[config.mk]
export PLATFORM = sky130hd
export DESIGN_NAME = capture_scheduler_flat
export DESIGN_NICKNAME = d
export VERILOG_FILES = /design/src/rtl/capture_scheduler_if.sv /design/src/rtl/capture_scheduler.sv /design/src/flat_wrapper.sv
export SDC_FILE = /design/constraint.sdc
export NUM_CORES = 1
export LEC_CHECK = 0
export CORE_ASPECT_RATIO = 1.4
export CORE_UTILIZATION = 59
export DETAILED_ROUTE_END_ITERATION = 8
export PLACE_DENSITY = 0.9
export SKIP_CTS_REPAIR_TIMING = 1
export SLEW_MARGIN = 20
export SYNTH_ARGS = -nofsm -noshare
export SYNTH_HDL_FRONTEND = slang
export SYNTH_SLANG_ARGS = --single-unit
[constraint.sdc]
create_clock -name clk -period 3.2 [get_ports clk]
set_input_delay 0.64 -clock clk [delete_from_list [all_inputs] [get_ports clk]]
set_output_delay 0.64 -clock clk [all_outputs]
set_load 0.01 [all_outputs]
[src/rtl/capture_scheduler_if.sv]
// ---------------------------------------------------------------------------
// capture_scheduler_if
// Record output port of capture_scheduler.
//
// Handshake: the master presents a record on cap_valid/cap_ch/cap_val/cap_ovr.
// A record moves when cap_valid && cap_ready are both high at a rising clock
// edge. While cap_valid is high and cap_ready is low, the master holds every
// payload field stable. cap_ready may be high or low at any time, including
// when cap_valid is low. cap_valid does not depend on cap_ready in the same
// cycle.
//
// Signals
//   cap_valid  master -> slave  record valid
//   cap_ready  slave  -> master consumer accepts the record
//   cap_ch     master -> slave  channel that produced the record
//   cap_val    master -> slave  timestamp of the record
//   cap_ovr    master -> slave  channel dropped at least one edge while pending
// ---------------------------------------------------------------------------
interface capture_scheduler_if #(
  parameter int NCH = 4,
  parameter int CW  = 8
);
  localparam int CHW = (NCH > 1) ? $clog2(NCH) : 1;

  logic           cap_valid;
  logic           cap_ready;
  logic [CHW-1:0] cap_ch;
  logic [CW-1:0]  cap_val;
  logic           cap_ovr;

  modport master (
    output cap_valid,
    output cap_ch,
    output cap_val,
    output cap_ovr,
    input  cap_ready
  );

  modport slave (
    input  cap_valid,
    input  cap_ch,
    input  cap_val,
    input  cap_ovr,
    output cap_ready
  );
endinterface

[src/rtl/capture_scheduler.sv]
// ---------------------------------------------------------------------------
// capture_scheduler
// Multi-channel input-capture controller. A shared prescaled timebase
// timestamps selected edges on NCH asynchronous inputs. Each channel keeps one
// pending record; a round-robin scheduler drains records through a single
// valid/ready output register and sets per-channel interrupt flags.
//
// Optional feature macro: CAPTURE_FILTER_EN
//   defined   : per-channel glitch filter after the synchronizer; the filtered
//               level only follows the input after FILT_LEN consecutive equal
//               samples, and edges are detected on the filtered level.
//   undefined : no filter logic, FILT_LEN has no effect.
//
// Ports
//   clk            system clock, all logic on posedge
//   rst_n          asynchronous active-low reset
//   sig_i          asynchronous capture inputs, one per channel
//   en_i           per-channel enable
//   edge_sel_i     per channel 2 bits: 00 off, 01 rise, 10 fall, 11 both
//   ps_div_i       timebase advances every ps_div_i+1 clocks
//   tb_clr_i       synchronous clear of timebase and prescaler
//   timebase_o     current timebase value
//   cap            record output port (capture_scheduler_if.master)
//   int_flag_o     per-channel capture interrupt flag
//   int_clr_i      write-1-to-clear pulses for int_flag_o
//   dbg_rr_ptr_o   round-robin pointer (scheduler state)
//   dbg_pending_o  per-channel pending bits (channel state)
// ---------------------------------------------------------------------------
module capture_scheduler #(
  parameter int NCH      = 4,
  parameter int CW       = 8,
  parameter int PSW      = 4,
  parameter int FILT_LEN = 3
) (
  input  logic                  clk,
  input  logic                  rst_n,
  input  logic [NCH-1:0]        sig_i,
  input  logic [NCH-1:0]        en_i,
  input  logic [2*NCH-1:0]      edge_sel_i,
  input  logic [PSW-1:0]        ps_div_i,
  input  logic                  tb_clr_i,
  output logic [CW-1:0]         timebase_o,
  capture_scheduler_if.master   cap,
  output logic [NCH-1:0]        int_flag_o,
  input  logic [NCH-1:0]        int_clr_i,
  output logic [((NCH > 1) ? $clog2(NCH) : 1)-1:0] dbg_rr_ptr_o,
  output logic [NCH-1:0]        dbg_pending_o
);

  localparam int CHW = (NCH > 1) ? $clog2(NCH) : 1;

  // -------------------------------------------------------------------------
  // Timebase and prescaler
  // -------------------------------------------------------------------------
  logic [PSW-1:0] ps_cnt_q, ps_cnt_d;
  logic [CW-1:0]  tb_q, tb_d;

  always_comb begin
    ps_cnt_d = ps_cnt_q + PSW'(1);
    tb_d     = tb_q;
    if (tb_clr_i) begin
      // Clear wins over a coincident increment.
      ps_cnt_d = '0;
      tb_d     = '0;
    end else if (ps_cnt_q == ps_div_i) begin
      ps_cnt_d = '0;
      tb_d     = tb_q + CW'(1);
    end
  end

  always_ff @(posedge clk or negedge rst_n) begin
    if (!rst_n) begin
      ps_cnt_q <= '0;
      tb_q     <= '0;
    end else begin
      ps_cnt_q <= ps_cnt_d;
      tb_q     <= tb_d;
    end
  end

  assign timebase_o = tb_q;

  // -------------------------------------------------------------------------
  // Input path: two-flop synchronizer, optional filter, history flop
  // -------------------------------------------------------------------------
  logic [NCH-1:0] sync1_q, sync2_q, hist_q;
  logic [NCH-1:0] lvl;  // level used for edge detection

`ifdef CAPTURE_FILTER_EN
  localparam int FCW = (FILT_LEN > 1) ? $clog2(FILT_LEN + 1) : 1;

  logic [NCH-1:0] filt_q, filt_d;
  logic [FCW-1:0] fcnt_q [NCH];
  logic [FCW-1:0] fcnt_d [NCH];

  // fcnt counts how many consecutive samples have disagreed with the filtered
  // level; the FILT_LEN-th disagreeing sample flips the filtered level.
  always_comb begin
    filt_d = filt_q;
    for (int i = 0; i < NCH; i++) begin
      fcnt_d[i] = '0;
      if (sync2_q[i] != filt_q[i]) begin
        if (fcnt_q[i] == FCW'(FILT_LEN - 1)) begin
          filt_d[i] = sync2_q[i];
        end else begin
          fcnt_d[i] = fcnt_q[i] + FCW'(1);
        end
      end
    end
  end

  always_ff @(posedge clk or negedge rst_n) begin
    if (!rst_n) begin
      filt_q <= '0;
      for (int i = 0; i < NCH; i++) begin
        fcnt_q[i] <= '0;
      end
    end else begin
      filt_q <= filt_d;
      for (int i = 0; i < NCH; i++) begin
        fcnt_q[i] <= fcnt_d[i];
      end
    end
  end

  assign lvl = filt_q;
`else
  // Filter length has no meaning without the filter; the empty block keeps
  // the parameter referenced in this build.
  if (FILT_LEN < 0) begin : g_no_filter
  end

  assign lvl = sync2_q;
`endif

  always_ff @(posedge clk or negedge rst_n) begin
    if (!rst_n) begin
      sync1_q <= '0;
      sync2_q <= '0;
      hist_q  <= '0;
    end else begin
      sync1_q <= sig_i;
      sync2_q <= sync1_q;
      // History always tracks the level, even for disabled channels, so a
      // re-enabled channel never sees a stale edge.
      hist_q  <= lvl;
    end
  end

  // Qualified edge events: the level differs from history and the direction
  // is selected for an enabled channel.
  logic [NCH-1:0] edge_hit;

  always_comb begin
    edge_hit = '0;
    for (int i = 0; i < NCH; i++) begin
      edge_hit[i] = en_i[i] &
                    (( lvl[i] & ~hist_q[i] & edge_sel_i[2*i])   |
                     (~lvl[i] &  hist_q[i] & edge_sel_i[2*i+1]));
    end
  end

  // -------------------------------------------------------------------------
  // Round-robin pick among pending, enabled channels
  // -------------------------------------------------------------------------
  logic [NCH-1:0] pending_q, pending_d;
  logic [NCH-1:0] ovr_q, ovr_d;
  logic [CW-1:0]  stamp_q [NCH];
  logic [CW-1:0]  stamp_d [NCH];
  logic [CHW-1:0] rr_q, rr_d;
  logic [NCH-1:0] eligible;
  logic           found;
  logic [CHW-1:0] pick;
  logic [CHW:0]   scan;

  // A channel whose enable dropped is skipped even before its pending bit
  // clears, so its record can never be issued.
  assign eligible = pending_q & en_i;

  always_comb begin
    found = 1'b0;
    pick  = '0;
    scan  = '0;
    for (int k = 0; k < NCH; k++) begin
      scan = {1'b0, rr_q} + (CHW+1)'(k);
      if (scan >= (CHW+1)'(NCH)) begin
        scan = scan - (CHW+1)'(NCH);
      end
      if (!found && eligible[scan[CHW-1:0]]) begin
        found = 1'b1;
        pick  = scan[CHW-1:0];
      end
    end
  end

  // -------------------------------------------------------------------------
  // Output register and interrupt flags
  // -------------------------------------------------------------------------
  logic           cv_q, cv_d;
  logic [CHW-1:0] ch_q, ch_d;
  logic [CW-1:0]  val_q, val_d;
  logic           co_q, co_d;
  logic           load;
  logic [NCH-1:0] pop_vec;
  logic [NCH-1:0] int_flag_q, int_flag_d;

  // The register is free when empty or when its record is taken this cycle.
  assign load = !cv_q || cap.cap_ready;

  always_comb begin
    cv_d    = cv_q;
    ch_d    = ch_q;
    val_d   = val_q;
    co_d    = co_q;
    rr_d    = rr_q;
    pop_vec = '0;
    if (load) begin
      cv_d = found;
      if (found) begin
        ch_d          = pick;
        val_d         = stamp_q[pick];
        co_d          = ovr_q[pick];
        pop_vec[pick] = 1'b1;
        rr_d          = (pick == CHW'(NCH - 1)) ? '0 : pick + CHW'(1);
      end
    end
  end

  // A set from a load beats a coincident clear.
  assign int_flag_d = (int_flag_q & ~int_clr_i) | pop_vec;

  // -------------------------------------------------------------------------
  // Per-channel pending record
  // -------------------------------------------------------------------------
  always_comb begin
    pending_d = pending_q;
    ovr_d     = ovr_q;
    for (int i = 0; i < NCH; i++) begin
      stamp_d[i] = stamp_q[i];
      if (!en_i[i]) begin
        pending_d[i] = 1'b0;
        ovr_d[i]     = 1'b0;
      end else if (edge_hit[i]) begin
        if (!pending_q[i] || pop_vec[i]) begin
          // Slot free, or being emptied this cycle: start a fresh record.
          pending_d[i] = 1'b1;
          stamp_d[i]   = tb_q;
          ovr_d[i]     = 1'b0;
        end else begin
          // First stamp is kept; remember that an edge was lost.
          ovr_d[i] = 1'b1;
        end
      end else if (pop_vec[i]) begin
        pending_d[i] = 1'b0;
      end
    end
  end

  always_ff @(posedge clk or negedge rst_n) begin
    if (!rst_n) begin
      pending_q  <= '0;
      ovr_q      <= '0;
      rr_q       <= '0;
      cv_q       <= 1'b0;
      ch_q       <= '0;
      val_q      <= '0;
      co_q       <= 1'b0;
      int_flag_q <= '0;
      for (int i = 0; i < NCH; i++) begin
        stamp_q[i] <= '0;
      end
    end else begin
      pending_q  <= pending_d;
      ovr_q      <= ovr_d;
      rr_q       <= rr_d;
      cv_q       <= cv_d;
      ch_q       <= ch_d;
      val_q      <= val_d;
      co_q       <= co_d;
      int_flag_q <= int_flag_d;
      for (int i = 0; i < NCH; i++) begin
        stamp_q[i] <= stamp_d[i];
      end
    end
  end

  assign cap.cap_valid  = cv_q;
  assign cap.cap_ch     = ch_q;
  assign cap.cap_val    = val_q;
  assign cap.cap_ovr    = co_q;
  assign int_flag_o     = int_flag_q;
  assign dbg_rr_ptr_o   = rr_q;
  assign dbg_pending_o  = pending_q;

endmodule
[src/flat_wrapper.sv]
// flat-port wrapper written by rule: the top's interface ports become plain ports
module capture_scheduler_flat 
#(
  parameter int NCH      = 4,
  parameter int CW       = 8,
  parameter int PSW      = 4,
  parameter int FILT_LEN = 3
)
  (clk, rst_n, sig_i, en_i, edge_sel_i, ps_div_i, tb_clr_i, timebase_o, int_flag_o, int_clr_i, dbg_rr_ptr_o, dbg_pending_o, cap_cap_valid, cap_cap_ch, cap_cap_val, cap_cap_ovr, cap_cap_ready);
  capture_scheduler_if #(.NCH(NCH), .CW(CW)) cap_i ();
  input  logic clk;
  input  logic rst_n;
  input  logic [NCH-1:0] sig_i;
  input  logic [NCH-1:0] en_i;
  input  logic [2*NCH-1:0] edge_sel_i;
  input  logic [PSW-1:0] ps_div_i;
  input  logic tb_clr_i;
  output logic [CW-1:0] timebase_o;
  output logic [NCH-1:0] int_flag_o;
  input  logic [NCH-1:0] int_clr_i;
  output logic [((NCH > 1) ? $clog2(NCH) : 1)-1:0] dbg_rr_ptr_o;
  output logic [NCH-1:0] dbg_pending_o;
  output wire logic [$bits(cap_i.cap_valid)-1:0] cap_cap_valid;
  output wire logic [$bits(cap_i.cap_ch)-1:0] cap_cap_ch;
  output wire logic [$bits(cap_i.cap_val)-1:0] cap_cap_val;
  output wire logic [$bits(cap_i.cap_ovr)-1:0] cap_cap_ovr;
  input wire logic [$bits(cap_i.cap_ready)-1:0] cap_cap_ready;
  assign cap_cap_valid = cap_i.cap_valid;
  assign cap_cap_ch = cap_i.cap_ch;
  assign cap_cap_val = cap_i.cap_val;
  assign cap_cap_ovr = cap_i.cap_ovr;
  assign cap_i.cap_ready = cap_cap_ready;
  capture_scheduler #(.NCH(NCH), .CW(CW), .PSW(PSW), .FILT_LEN(FILT_LEN)) u_core (.clk(clk), .rst_n(rst_n), .sig_i(sig_i), .en_i(en_i), .edge_sel_i(edge_sel_i), .ps_div_i(ps_div_i), .tb_clr_i(tb_clr_i), .timebase_o(timebase_o), .cap(cap_i), .int_flag_o(int_flag_o), .int_clr_i(int_clr_i), .dbg_rr_ptr_o(dbg_rr_ptr_o), .dbg_pending_o(dbg_pending_o));
endmodule
; Yosys cells after proc, flatten, opt, wreduce, memory -nomap -nowiden
; Cells that the tools add are included.
; W data, S select, Z words.
[classes]
n_addsub = 10
n_lt_le_gt_ge = 11
n_eq_ne = 14
mux = 62
bitwise_logic = 37
reduce_logical = 27
[ops]
columns = cell, n
row1 = $mux W1, 38
row2 = $mux W8, 4
row3 = $and A1 B1 Y1, 20
row4 = $mux W2, 9
row5 = $bmux W8 S2, 1
row6 = $mux W4, 4
row7 = $lt A2 B3 Y1 const B, 5
row8 = $ge A3 B3 Y1 const B, 4
row9 = $ne A3 B1 Y1 const B, 4
row10 = $ne A3 B3 Y1 const B, 4
row11 = $reduce_and A3 Y1, 4
row12 = $bmux W1 S2, 5
row13 = $reduce_and A2 Y1, 5
row14 = $add A8 B1 Y8 const B, 1
row15 = $and A4 B4 Y4, 2
row16 = $logic_not A1 Y1, 8
row17 = $ne A2 B1 Y1 const B, 4
row18 = $not A1 Y1, 8
row19 = $sub A2 B1 Y2 const B, 4
row20 = $add A2 B2 Y3 const B, 2
row21 = $logic_or A1 B1 Y1, 5
row22 = $add A4 B1 Y4 const B, 1
row23 = $eq A4 B4 Y1, 1
row24 = $logic_and A1 B1 Y1, 4
row25 = 11 further kinds, 14
[totals]
register_bits = 82
word_cells = 184

; Depth between registers and ports, before layout
; Gate-level depths: netlist (run 1).
[logic_depth]
word_depth = 24
depth_mapped = 10
mapped_depth_nobuf = 8

; Worst setup path before layout (run 1)
; Ideal clock, no wire load.
[synth_path]
path_type = input to register
startpoint = input port en_i[1]
endpoint = register u_core.stamp_q[0] in the netlist's numbering
setup_time_ps = 125
arrival_time_ps = 2210
t_required_ps = 3075
path_slack_ps = 865
stages = 9
n_path_buf = 1
cell_sequence = and2_4 > o2111ai_4 > nand2_4 > inv_1 > buf_4 > ha_1 > a21boi_2 > nor2_4 > mux2_2
[synth_between]
elab_chain_cells = 21
word_cells_on_any_way = 32
classes_between = 2 x order compare / 20 x mux / 1 x bitwise / 9 x reduce/logical
[synth_rtl]
columns = item, line
row1 = start: declaration, flat_wrapper.sv:14  ; input logic [NCH-1:0] en_i;
row2 = $and A4 B4 Y4 *, capture_scheduler.sv:178  ; assign eligible = pending_q & en_i;
row3 = $bmux W1 S2, capture_scheduler.sv:189  ; if (!found && eligible[scan[CHW-1:0]]) begin
row4 = $mux W1 (implied by the code), capture_scheduler.sv:189
row5 = $mux W1, capture_scheduler.sv:189
row6 = $logic_not A1 Y1, capture_scheduler.sv:189
row7 = $logic_and A1 B1 Y1, capture_scheduler.sv:189
row8 = $mux W1, capture_scheduler.sv:189
row9 = $logic_not A1 Y1, capture_scheduler.sv:189
row10 = [5 not listed], --
row11 = $lt A2 B3 Y1 (implied by the code) or $ge A2 B1 Y1 (tied branches), capture_scheduler.sv:223  ; pop_vec[pick] = 1'b1;
row12 = $logic_and A1 B1 Y1 (implied by the code), capture_scheduler.sv:223
row13 = $mux W1 (implied by the code), capture_scheduler.sv:223
row14 = $demux W1 S2, --
row15 = $mux W4 *, capture_scheduler.sv:219  ; if (found) begin
row16 = $mux W4 *, capture_scheduler.sv:217  ; if (load) begin
row17 = $logic_or A1 B1 Y1 *, capture_scheduler.sv:244  ; if (!pending_q[i] || pop_vec[i]) begin
row18 = $reduce_and A3 Y1 (no line) *, --
row19 = end signal: indexed assignment, capture_scheduler.sv:282  ; stamp_q[i] <= stamp_d[i];
row20 = end: declaration, capture_scheduler.sv:168  ; logic [CW-1:0] stamp_q [NCH];
; Mark *: on every way between the ends. The rest lies on a longest branch, timed or not. The select of a mux whose other input is x is not followed.
; A chain may end at the register's enable or synchronous reset.

; Final worst setup path (run 1)
[layout_path]
startpoint = input port en_i[3]
endpoint = register u_core.stamp_q[1] in the netlist's numbering
[layout_between]
elab_chain_cells = 21
word_cells_on_any_way = 33
classes_between = 2 x order compare / 20 x mux / 2 x bitwise / 9 x reduce/logical
[layout_rtl]
columns = item, line
row1 = $and A4 B4 Y4, capture_scheduler.sv:178
row2 = $bmux W1 S2, capture_scheduler.sv:189
row3 = $mux W1 (implied by the code), capture_scheduler.sv:189
row4 = $mux W1, capture_scheduler.sv:189
row5 = $logic_not A1 Y1, capture_scheduler.sv:189
row6 = $logic_and A1 B1 Y1, capture_scheduler.sv:189
row7 = $mux W1, capture_scheduler.sv:189
row8 = $logic_not A1 Y1, capture_scheduler.sv:189
row9 = [5 not listed], --
row10 = $lt A2 B3 Y1 (implied by the code) or $ge A2 B1 Y1 (tied branches), capture_scheduler.sv:223
row11 = $logic_and A1 B1 Y1 (implied by the code), capture_scheduler.sv:223
row12 = $mux W1 (implied by the code), capture_scheduler.sv:223
row13 = $demux W1 S2, --
row14 = $mux W4, capture_scheduler.sv:219
row15 = $mux W4, capture_scheduler.sv:217
row16 = $logic_or A1 B1 Y1, capture_scheduler.sv:244
row17 = $reduce_and A3 Y1 (no line) *, --
; Marks and branches as above.

==> flow_summary.json, run 1 <==
{
  "syn_inst": 364,
  "drt_iter0_drc": 338,
  "min_period_ns": 2.60,
  "post_drt_via_cell_ratio": 6.38,
  "antenna_found_initial": 0,
  "clk_latency_ns": 0.36,
  "grt_pass1_wl_um": 16500,
  "cp.required_ns": 3.44,
  "row_count": 35,
  "die_area_um2": 7140,
  "path_buf_inv": 2,
  "syn_area_per_cell_um2": 11.0,
  "cts_root_buffer": "clkbuf_8",
  "synth-seq-area-share": 0.511,
  "post-route-period-util": 0.811,
  "num-fill-cells": 458,
  "tightest_slew_ns": 0.755,
  "grt_pass1_vias": 3442,
  "path_cells": "clkdlybuf4s50_1 > nand3_1 > o2111ai_4 > nand2_4 > inv_1 > ha_1 > a21boi_2 > nor2_4 > mux2_2",
  "yosys_warnings": 0,
  "finalCoreUtilization": 0.751,
  "syn2layout_area_growth_pct": 22.9,
  "fp.dieH_um": 99.6,
  "clkTransAtPathRegs_ns": 0.08,
  "instances_no_fill": 506,
  "netlist_area_um2": 4010,
  "synth_compound_area_frac": 0.169,
  "ir_worst_vdd_uv": 443,
  "nets": 459,
  "synth_adder_area_share": 0.0125,
  "clock-sinks": 82,
  "cts_tree": "done",
  "synth_edf_count": 0,
  "grt_usage": 0.311,
  "arrival_ns": 2.84,
  "finalWeightedCongestion": 0.848,
  "cts_buffer_depth": 2,
  "max_freq_mhz": 385,
  "drc": 0,
  "wl_um": 10100,
  "core_um2": 6570,
  "final_common_cell": "dfrtp_1",
  "drv_cap": 0,
  "final_antenna_net_count": 0,
  "outcome": "finished clean",
  "rsz0062_at_grt": "false",
  "grt_remaining_overflow": 0,
  "clock_skew_ns": 0.0109,
  "synth_ff_type": "dfrtp_1",
  "slew_viol_final": 0,
  "use_met1": 0.352,
  "slew_headroom": 0.497,
  "synthMuxAreaShare": 0.0970,
  "pin_count": 58,
  "dp_cells": 490,
  "synthesis.nets": 396,
  "end_kind": "register",
  "grt_max_degree": 83,
  "final_cell_mix": "dfrtp_1, clkdlybuf4s50_1, nand2_1",
  "dieWidth_um": 71.7,
  "cp-start-kind": "primary input",
  "slowest_delay_ns": 0.64,
  "worstPathMaxFanout": 8,
  "num_vias": 3227,
  "port_buffers": 57,
  "drive_gt1_frac": 0.211,
  "setup_violations": 0,
  "crit_slowest_cell": "clkdlybuf4s50_1",
  "grtUsageMet3": 0.0719,
  "power_density_nw_per_um2": 597,
  "fin_tns_setup_ns": 0,
  "synthArstFlopShare": 1.00,
  "ys_ff_latch": 82,
  "cts_buffers": 9,
  "p_leak_uw": 0.00211,
  "cts.htree.levels": 3,
  "hp-class": "in2async",
  "synthXorXnorAreaFrac": 0.0284,
  "final-hold-violation-count": 0,
  "synth-simple-area-share": 0.145,
  "routedWlPerCell_um": 19.9,
  "hpwl_um": 6800,
  "floorplan.initialDensity": 0.611,
  "path_delay_family": "buffers and inverters",
  "critPathKind": "in2reg",
  "synth_top_family_by_area": "compound AO/OA/AOI/OAI gates",
  "busiest_layer": "met2",
  "yosysUniqueCellTypes": 53,
  "drtPass1Iterations": 4,
  "met2_usage": 0.508,
  "diodes": 0
}
sequential cells by signal, indices dropped and copies added (netlist names):
name,cells
u_core.cap.cap_ch,2
u_core.cap.cap_ovr,1
u_core.cap.cap_val,8
u_core.cap.cap_valid,1
u_core.dbg_pending_o,4
u_core.dbg_rr_ptr_o,2
u_core.hist_q,4
u_core.int_flag_o,4
u_core.lvl,4
u_core.ovr_q,4
u_core.ps_cnt_q,4
u_core.stamp_q,32
u_core.sync1_q,4
u_core.timebase_o,8
metrics by stage:
stage	setup slack (ns)	hold WS (ns)	instance area, µm²	total power, µW
finish	0.604	0.302	4930	2940
global route	0.502	0.358	4930	3070
CTS	0.653	0.353	4930	2950
detailed placement	0.283	0.335	4680	2020
global placement	0.339	0.335	4680	1990
floorplan	0.865	0.331	4010	1690
per-layer routing:
layer  wire length [µm]  vias up
met5                  0        -
met2               5330      148
li1                   -     1438
met1               3670     1604
met4                515        0
met3                567       37
where the power goes:
| part | switching, µW | internal, µW |
|---|---|---|
| combinational | 352 | 365 |
| clock | 383 | 542 |
| sequential | 129 | 1170 |
final timing paths:
check | depth (start not counted) | slack [ns] | end | start
min in group clk | 0 | 0.35 | u_core.lvl[1] | u_core.sync1_q[1]
worst max register to register | 7 | 0.63 | u_core.stamp_q[1] | u_core.dbg_pending_o[1]
worst max-delay path | 9 | 0.60 | u_core.stamp_q[1] | en_i[3]
max in group asynchronous | 1 | 2.39 | u_core.stamp_q[29] | rst_n
worst min-delay path | 1 | 0.30 | u_core.lvl[0] | rst_n
worst min register to register | 0 | 0.35 | u_core.lvl[1] | u_core.sync1_q[1]
cells by family (layout without fill, tap and decap cells):
logic type                 Yosys count  after routing
and+or+nand+nor                    113            113
AOI/OAI and AO/OA                   90             90
DFF                                 82             82
muxes                               35             35
buffers and inverters               27             95
xor gates and xnor gates            13             13
adders and majority gates            4              4
cell type report:
cell class	instances	area [µm²]	share of cell area
flip-flops and latches	82	2050	0.416
multi-input cells	255	1830	0.370
repair buffers	72	684	0.139
clock buffers	10	138	0.0279
clock inverters	6	113	0.0228
well taps	74	92.6	0.0188
inverters	7	26.3	0.00533
cells in the mapped netlist (all sizes together), types with 8 or more instances:
master	n	share of area
dfrtp	82	0.51
nand2	43	0.042
mux2	31	0.087
nor2	25	0.027
o21ai	19	0.025
a31oi	17	0.027
buf	15	0.025
o211ai	15	0.028
xor2	11	0.024
a21oi	10	0.016
a31o	8	0.017
nor3b	8	0.015
No activity file was read; power rests on OpenSTA's default activity.
==> inputs of run 2 (changes only) <==
--- a/config.mk
+++ b/config.mk
@@ -6,9 +6,9 @@
 export NUM_CORES = 1
 export LEC_CHECK = 0
 export CORE_ASPECT_RATIO = 1.4
-export CORE_UTILIZATION = 59
+export CORE_UTILIZATION = 54
 export DETAILED_ROUTE_END_ITERATION = 8
-export PLACE_DENSITY = 0.9
+export PLACE_DENSITY = 0.83
 export SKIP_CTS_REPAIR_TIMING = 1
 export SLEW_MARGIN = 20
 export SYNTH_ARGS = -nofsm -noshare
==> constraint.sdc (replaced) <==
create_clock -name clk -period 2.6 [get_ports clk]
set_input_delay 0.52 -clock clk [delete_from_list [all_inputs] [get_ports clk]]
set_output_delay 0.52 -clock clk [all_outputs]
set_load 0.01 [all_outputs]
==> run 2 against run 1 <==
  * Register-to-register slack worse by 0.27 ns
  * Clock-buffer cell count did not move
  * Combinational power grew 31%
  * First-iteration DRC count down 56%
  * Clock skew is 0.0028 ns lower
  * Core utilization down 2.7 points
  * Largest cell class unchanged
  * Highest routed layer unchanged
==> flow_summary.json, run 2 (synthesis gave the netlist of run 1 again) <==
{
  "core_um2": 7070,
  "fin_tns_setup_ns": 0,
  "reg2reg_to": "u_core.stamp_q[14]",
  "r2r_setup_slack_ns": 0.36,
  "final_antenna_net_count": 0,
  "drt_iter0_drc": 148,
  "drv_cap": 0,
  "path_buf_inv": 2,
  "cts_buffers": 9,
  "max_freq_mhz": 427,
  "drive_gt1_frac": 0.249,
  "clk_latency_ns": 0.36,
  "instances_no_fill": 549,
  "rr_startpoint": "u_core.dbg_rr_ptr_o[1]",
  "final_common_cell": "dfrtp_1",
  "tightest_slew_ns": 0.543,
  "die_area_um2": 7780,
  "post-route-period-util": 0.901,
  "final_cell_mix": "dfrtp_1, clkdlybuf4s50_1, nand2_1",
  "min_period_ns": 2.34,
  "clkTransAtPathRegs_ns": 0.08,
  "grt_pass1_wl_um": 16200,
  "grt_max_degree": 43,
  "largest_reg_flops": 32,
  "wl_um": 9910,
  "drc": 0,
  "cp-start-kind": "primary input",
  "post_drt_via_cell_ratio": 5.88,
  "antenna_found_initial": 0,
  "crit_slowest_cell": "clkdlybuf4s50_1",
  "critPathKind": "in2reg",
  "end_kind": "register",
  "slowest_delay_ns": 0.48,
  "nets": 481,
  "grt_usage": 0.280,
  "path_delay_family": "buffers and inverters",
  "final-hold-violation-count": 0,
  "diodes": 0,
  "p_leak_uw": 0.00221,
  "slew_headroom": 0.638,
  "outcome": "finished clean",
  "arrival_ns": 2.59,
  "grt_pass1_vias": 3425,
  "cp.required_ns": 2.85,
  "pin_count": 58,
  "routedWlPerCell_um": 18.1,
  "cts.htree.levels": 3,
  "fin_area_um2": 5120,
  "fin_ws_ns": 0.257,
  "dieWidth_um": 74.9,
  "slew_viol_final": 0,
  "num_vias": 3229,
  "dp_cells": 533,
  "clock-sinks": 82,
  "finalWeightedCongestion": 0.849,
  "grt_remaining_overflow": 0,
  "ir_worst_vdd_uv": 427,
  "clock_skew_ns": 0.00812,
  "path_cells": "clkdlybuf4s50_1 > and2_4 > o2111ai_4 > nand2_4 > inv_1 > ha_1 > a21boi_2 > nor2_4 > mux2_2",
  "cts_tree": "done",
  "cts_buffer_depth": 2,
  "floorplan.initialDensity": 0.567,
  "syn2layout_area_growth_pct": 27.6,
  "hpwl_um": 7140,
  "reg2reg_depth": 8,
  "cts_root_buffer": "clkbuf_8",
  "port_buffers": 57,
  "rsz0062_at_grt": "false",
  "power_density_nw_per_um2": 697,
  "dp_slack_ns": -0.0897,
  "top_register": "u_core.stamp_q",
  "fp.dieH_um": 104,
  "worstPathMaxFanout": 8,
  "drtPass1Iterations": 4,
  "hp-class": "in2async",
  "finalCoreUtilization": 0.724,
  "setup_violations": 0,
  "num-fill-cells": 486,
  "row_count": 36,
  "place_area_um2": 4890
}
==> run 2: cell count changes in the layout (fill, tap and decap cells not counted) <==
cell        delta
buf_4         +21
clkinv_4       -1
buf_6          -1
bufinv_16      -1
clkinvlp_4     +2
buf_12         +2
==> run 2: power by group <==
part           internal [µW]  switching [µW]  leakage, µW  total, µW
Sequential              1440             150      0.00106       1590
Combinational            487             452      0.00104        940
Clock                    568             470     0.000109       1040
Total                   2500            1070      0.00221       3570
==> run 2: per-layer routing <==
layer / track usage / vias to the layer above / routed length [µm]
met5: 0 / - / 0
met4: 0.160 / 0 / 487
met3: 0.0494 / 36 / 427
met2: 0.480 / 112 / 5240
met1: 0.314 / 1598 / 3760
li1: - / 1483 / -
==> run 2: worst max path at each step <==
stage,startpoint,end,slack [ns],depth (start not counted)
floorplan,u_core.dbg_rr_ptr_o[1],u_core.stamp_q[0],0.36,10
global placement,en_i[1],u_core.stamp_q[6],-0.03,9
detailed placement,en_i[1],u_core.stamp_q[11],-0.09,9
CTS,en_i[1],u_core.stamp_q[14],0.28,9
global route,en_i[1],u_core.stamp_q[3],0.17,9
finish,en_i[1],u_core.stamp_q[3],0.26,9
==> run 2: final cells by class <==
cell class              count  area (µm²)  share of cell area
flip-flops and latches     82        2050               0.401
multi-input cells         255        1830               0.357
repair buffers             94         871               0.170
clock buffers              10         138              0.0269
well taps                  95         119              0.0232
clock inverters             6        88.8              0.0174
inverters                   7        26.3             0.00513
==> run 2: metrics by stage <==
stage | hold slack, ns | power, µW
floorplan | 0.224 | 2080
global placement | 0.334 | 2510
detailed placement | 0.336 | 2550
CTS | 0.145 | 3580
global route | 0.159 | 3750
finish | 0.140 | 3570
==> inputs of run 3 (changes only) <==
--- a/config.mk
+++ b/config.mk
@@ -9,7 +9,6 @@
 export CORE_UTILIZATION = 54
 export DETAILED_ROUTE_END_ITERATION = 8
 export PLACE_DENSITY = 0.83
-export SKIP_CTS_REPAIR_TIMING = 1
 export SLEW_MARGIN = 20
 export SYNTH_ARGS = -nofsm -noshare
 export SYNTH_HDL_FRONTEND = slang
==> results of run 3 <==
The final DEF is identical to that of run 2; final timing and power are the same.
==> RTL change (flow settings as in run 3) <==
Build with the macro `CAPTURE_FILTER_EN` defined.
--- a/src/rtl/capture_scheduler.sv
+++ b/src/rtl/capture_scheduler.sv
@@ -26,6 +26,8 @@
 //   dbg_rr_ptr_o   round-robin pointer (scheduler state)
 //   dbg_pending_o  per-channel pending bits (channel state)
 // ---------------------------------------------------------------------------
+`define CAPTURE_FILTER_EN
+
 module capture_scheduler #(
   parameter int NCH      = 4,
   parameter int CW       = 8,
Function: changed (a bounded check fails within 4 cycles, from zero or initial values and one cycle with rst_n low).
==> RTL change against run 3 <==
Sequential cell count up 12. Routed wire length grew 5.5%. Critical endpoint is now u_core.stamp_q[4]. Final cell count up 6.2%. Core utilization is 1.8 points lower. Worst setup slack worse by 73 ps. First-iteration DRC count increased by 34%. Cell area up 8.2%. Synthesized area is 11% higher. Largest cell class unchanged.
Power is not compared: it rests on default switching activity, and its combinational part moved more than twofold at a synthesized area within 25%.
==> RTL change: results (changes against run 3) <==
Run status
  • Status: finished clean (unchanged)

Final layout
  • # fillers: 567 (was 486)
  • Footprint of the multi-input gates: 0.00198 mm2 (was 0.00183 mm2)
  • Clock-cell share of area: 4.04% (was 4.42%)
  • Buffers excl. clock: 90 (was 94)
  • Multi-input gate count: 279 (was 255)
  • FF+latch count: 94 (was 82)
  • Layout Nets: 512 (was 481)
  • Invs w/o clock: 6 (was 7)
  • Register area: 0.00235 mm2 (was 0.00205 mm2)
  • Share of post-route cells with drive strength above 1: 22.4% (was 24.9%)
  • NonClk Buf Share: 15.2% (was 17.0%)

Global routing
  • Tot GR Track Use: 27.1% (was 28.0%)
  • Initial antenna violation count: 0 (unchanged)
  • Global-route wire length before repair: 17.6 mm (was 16.2 mm)
  • Vias in the first global route: 3,705 (was 3,425)
  • Pin count of the biggest net entering global routing: 95 (was 43)

Drt
  • Vias per cell: 6.04 (was 5.88)
  • WL/cell: 17.9 um (was 18.1 um)
  • Iteration-0 DRC Markers: 198 (was 148)

Synth
  • Most frequent cells after synthesis: dfrtp_1 (94), nand2_1 (43), mux2_2 (33) (was dfrtp_1 (82), nand2_1 (42), mux2_2 (31))
  • Post-synthesis mux area share: 9.50% (was 9.70%)
  • Register area share after synthesis: 52.8% (was 51.1%)
  • Syn nets: 432 (was 396)
  • Yosys cell types: 56 (was 53)
  • Synth Area in Compound Gates: 14.9% (was 16.9%)
  • Post-synthesis adder-cell area fraction: 1.12% (was 1.25%)
  • Synth Area in XOR/XNOR: 3.15% (was 2.84%)
  • Largest cells by area after synthesis: dfrtp_1 (53%), mux2_2 (8.3%), nand2_1 (3.6%), a31oi_1 (2.2%), o211ai_1 (2.2%) (was dfrtp_1 (51%), mux2_2 (8.7%), nand2_1 (3.9%), o211ai_1 (2.8%), a31oi_1 (2.7%))

STA
  • Max Clock Skew: 9.08 ps (was 8.12 ps)
  • Slew headroom: 66.2% (was 63.8%)

Hold path
  • Hold crit path type: primary input to async pin (unchanged)

Setup path
  • CP arrival: 2660 ps (was 2590 ps)
  • Critical path origin: en_i[3] (was en_i[1])
  • Delay-heaviest family, CP: simple AND/OR/NAND/NOR gates (was buffers and inverters)
  • Slowest stage delay, CP: 620 ps (was 480 ps)

Clocking
  • # Post-CTS Setup Buffers: 0 (unchanged)

Power and ir drop
  • Static Leak: 2.39 nW

Placed design
  • Final HPWL DP: 7.21 mm (was 7.14 mm)
  • RD Place Congestion: 0.916 (was 0.849)
  • Dpl ws: -131 ps (was -89.7 ps)
==> RTL change: per-stage QoR <==
step                      instance area (um2)  std cells  util (%)
after floorplan                          4450        400         -
after global placement                   5320        569      67.8
after detailed placement                 5320        569      67.8
after CTS                                5540        583      70.6
after global routing                     5540        583      70.6
final                                    5540        583      70.6
==> RTL change: worst register-to-register path, delay by kind of cell, from the launching register on <==
family / cells / cell delay, ps
DFF: 1 / 520
buffers and inverters: 1 / 130
AOI/OAI and AO/OA: 2 / 330
adders and majority gates: 1 / 210
muxes: 1 / 380
and+or+nand+nor: 3 / 580
==> RTL change: worst paths after layout <==
path	end	slack (ps)
hold / removal	u_core.stamp_q[22]	180
max in group asynchronous	u_core.sync2_q[3]	2010
hold reg to reg	u_core.sync2_q[3]	350
setup reg to reg	u_core.stamp_q[4]	350
min in group clk	u_core.sync2_q[3]	350
setup / recovery	u_core.stamp_q[4]	180
==> RTL change: per-layer routing <==
| metal | global-route usage, % | part of all wire, % |
|---|---|---|
| met3 | 5.15 | 5.4 |
| met2 | 46.8 | 52 |
| met5 | 0 | 0 |
| met4 | 15.7 | 3.3 |
| met1 | 31.3 | 39 |
==> RTL change: logic make-up (layout without fill, tap and decap cells) <==
group	after synthesis	after routing
and+or+nand+nor	132	132
DFF	94	94
AOI/OAI and AO/OA	89	89
muxes	38	38
buffers and inverters	27	110
xor gates and xnor gates	16	16
adders and majority gates	4	4
==> RTL change: report_power, final <==
group          total, W  internal [W]  leakage (nW)  switching (W)
logic           0.00211       0.00105          1.06        0.00107
clock network   0.00111      0.000625         0.115       0.000481
registers       0.00214       0.00182          1.21       0.000318
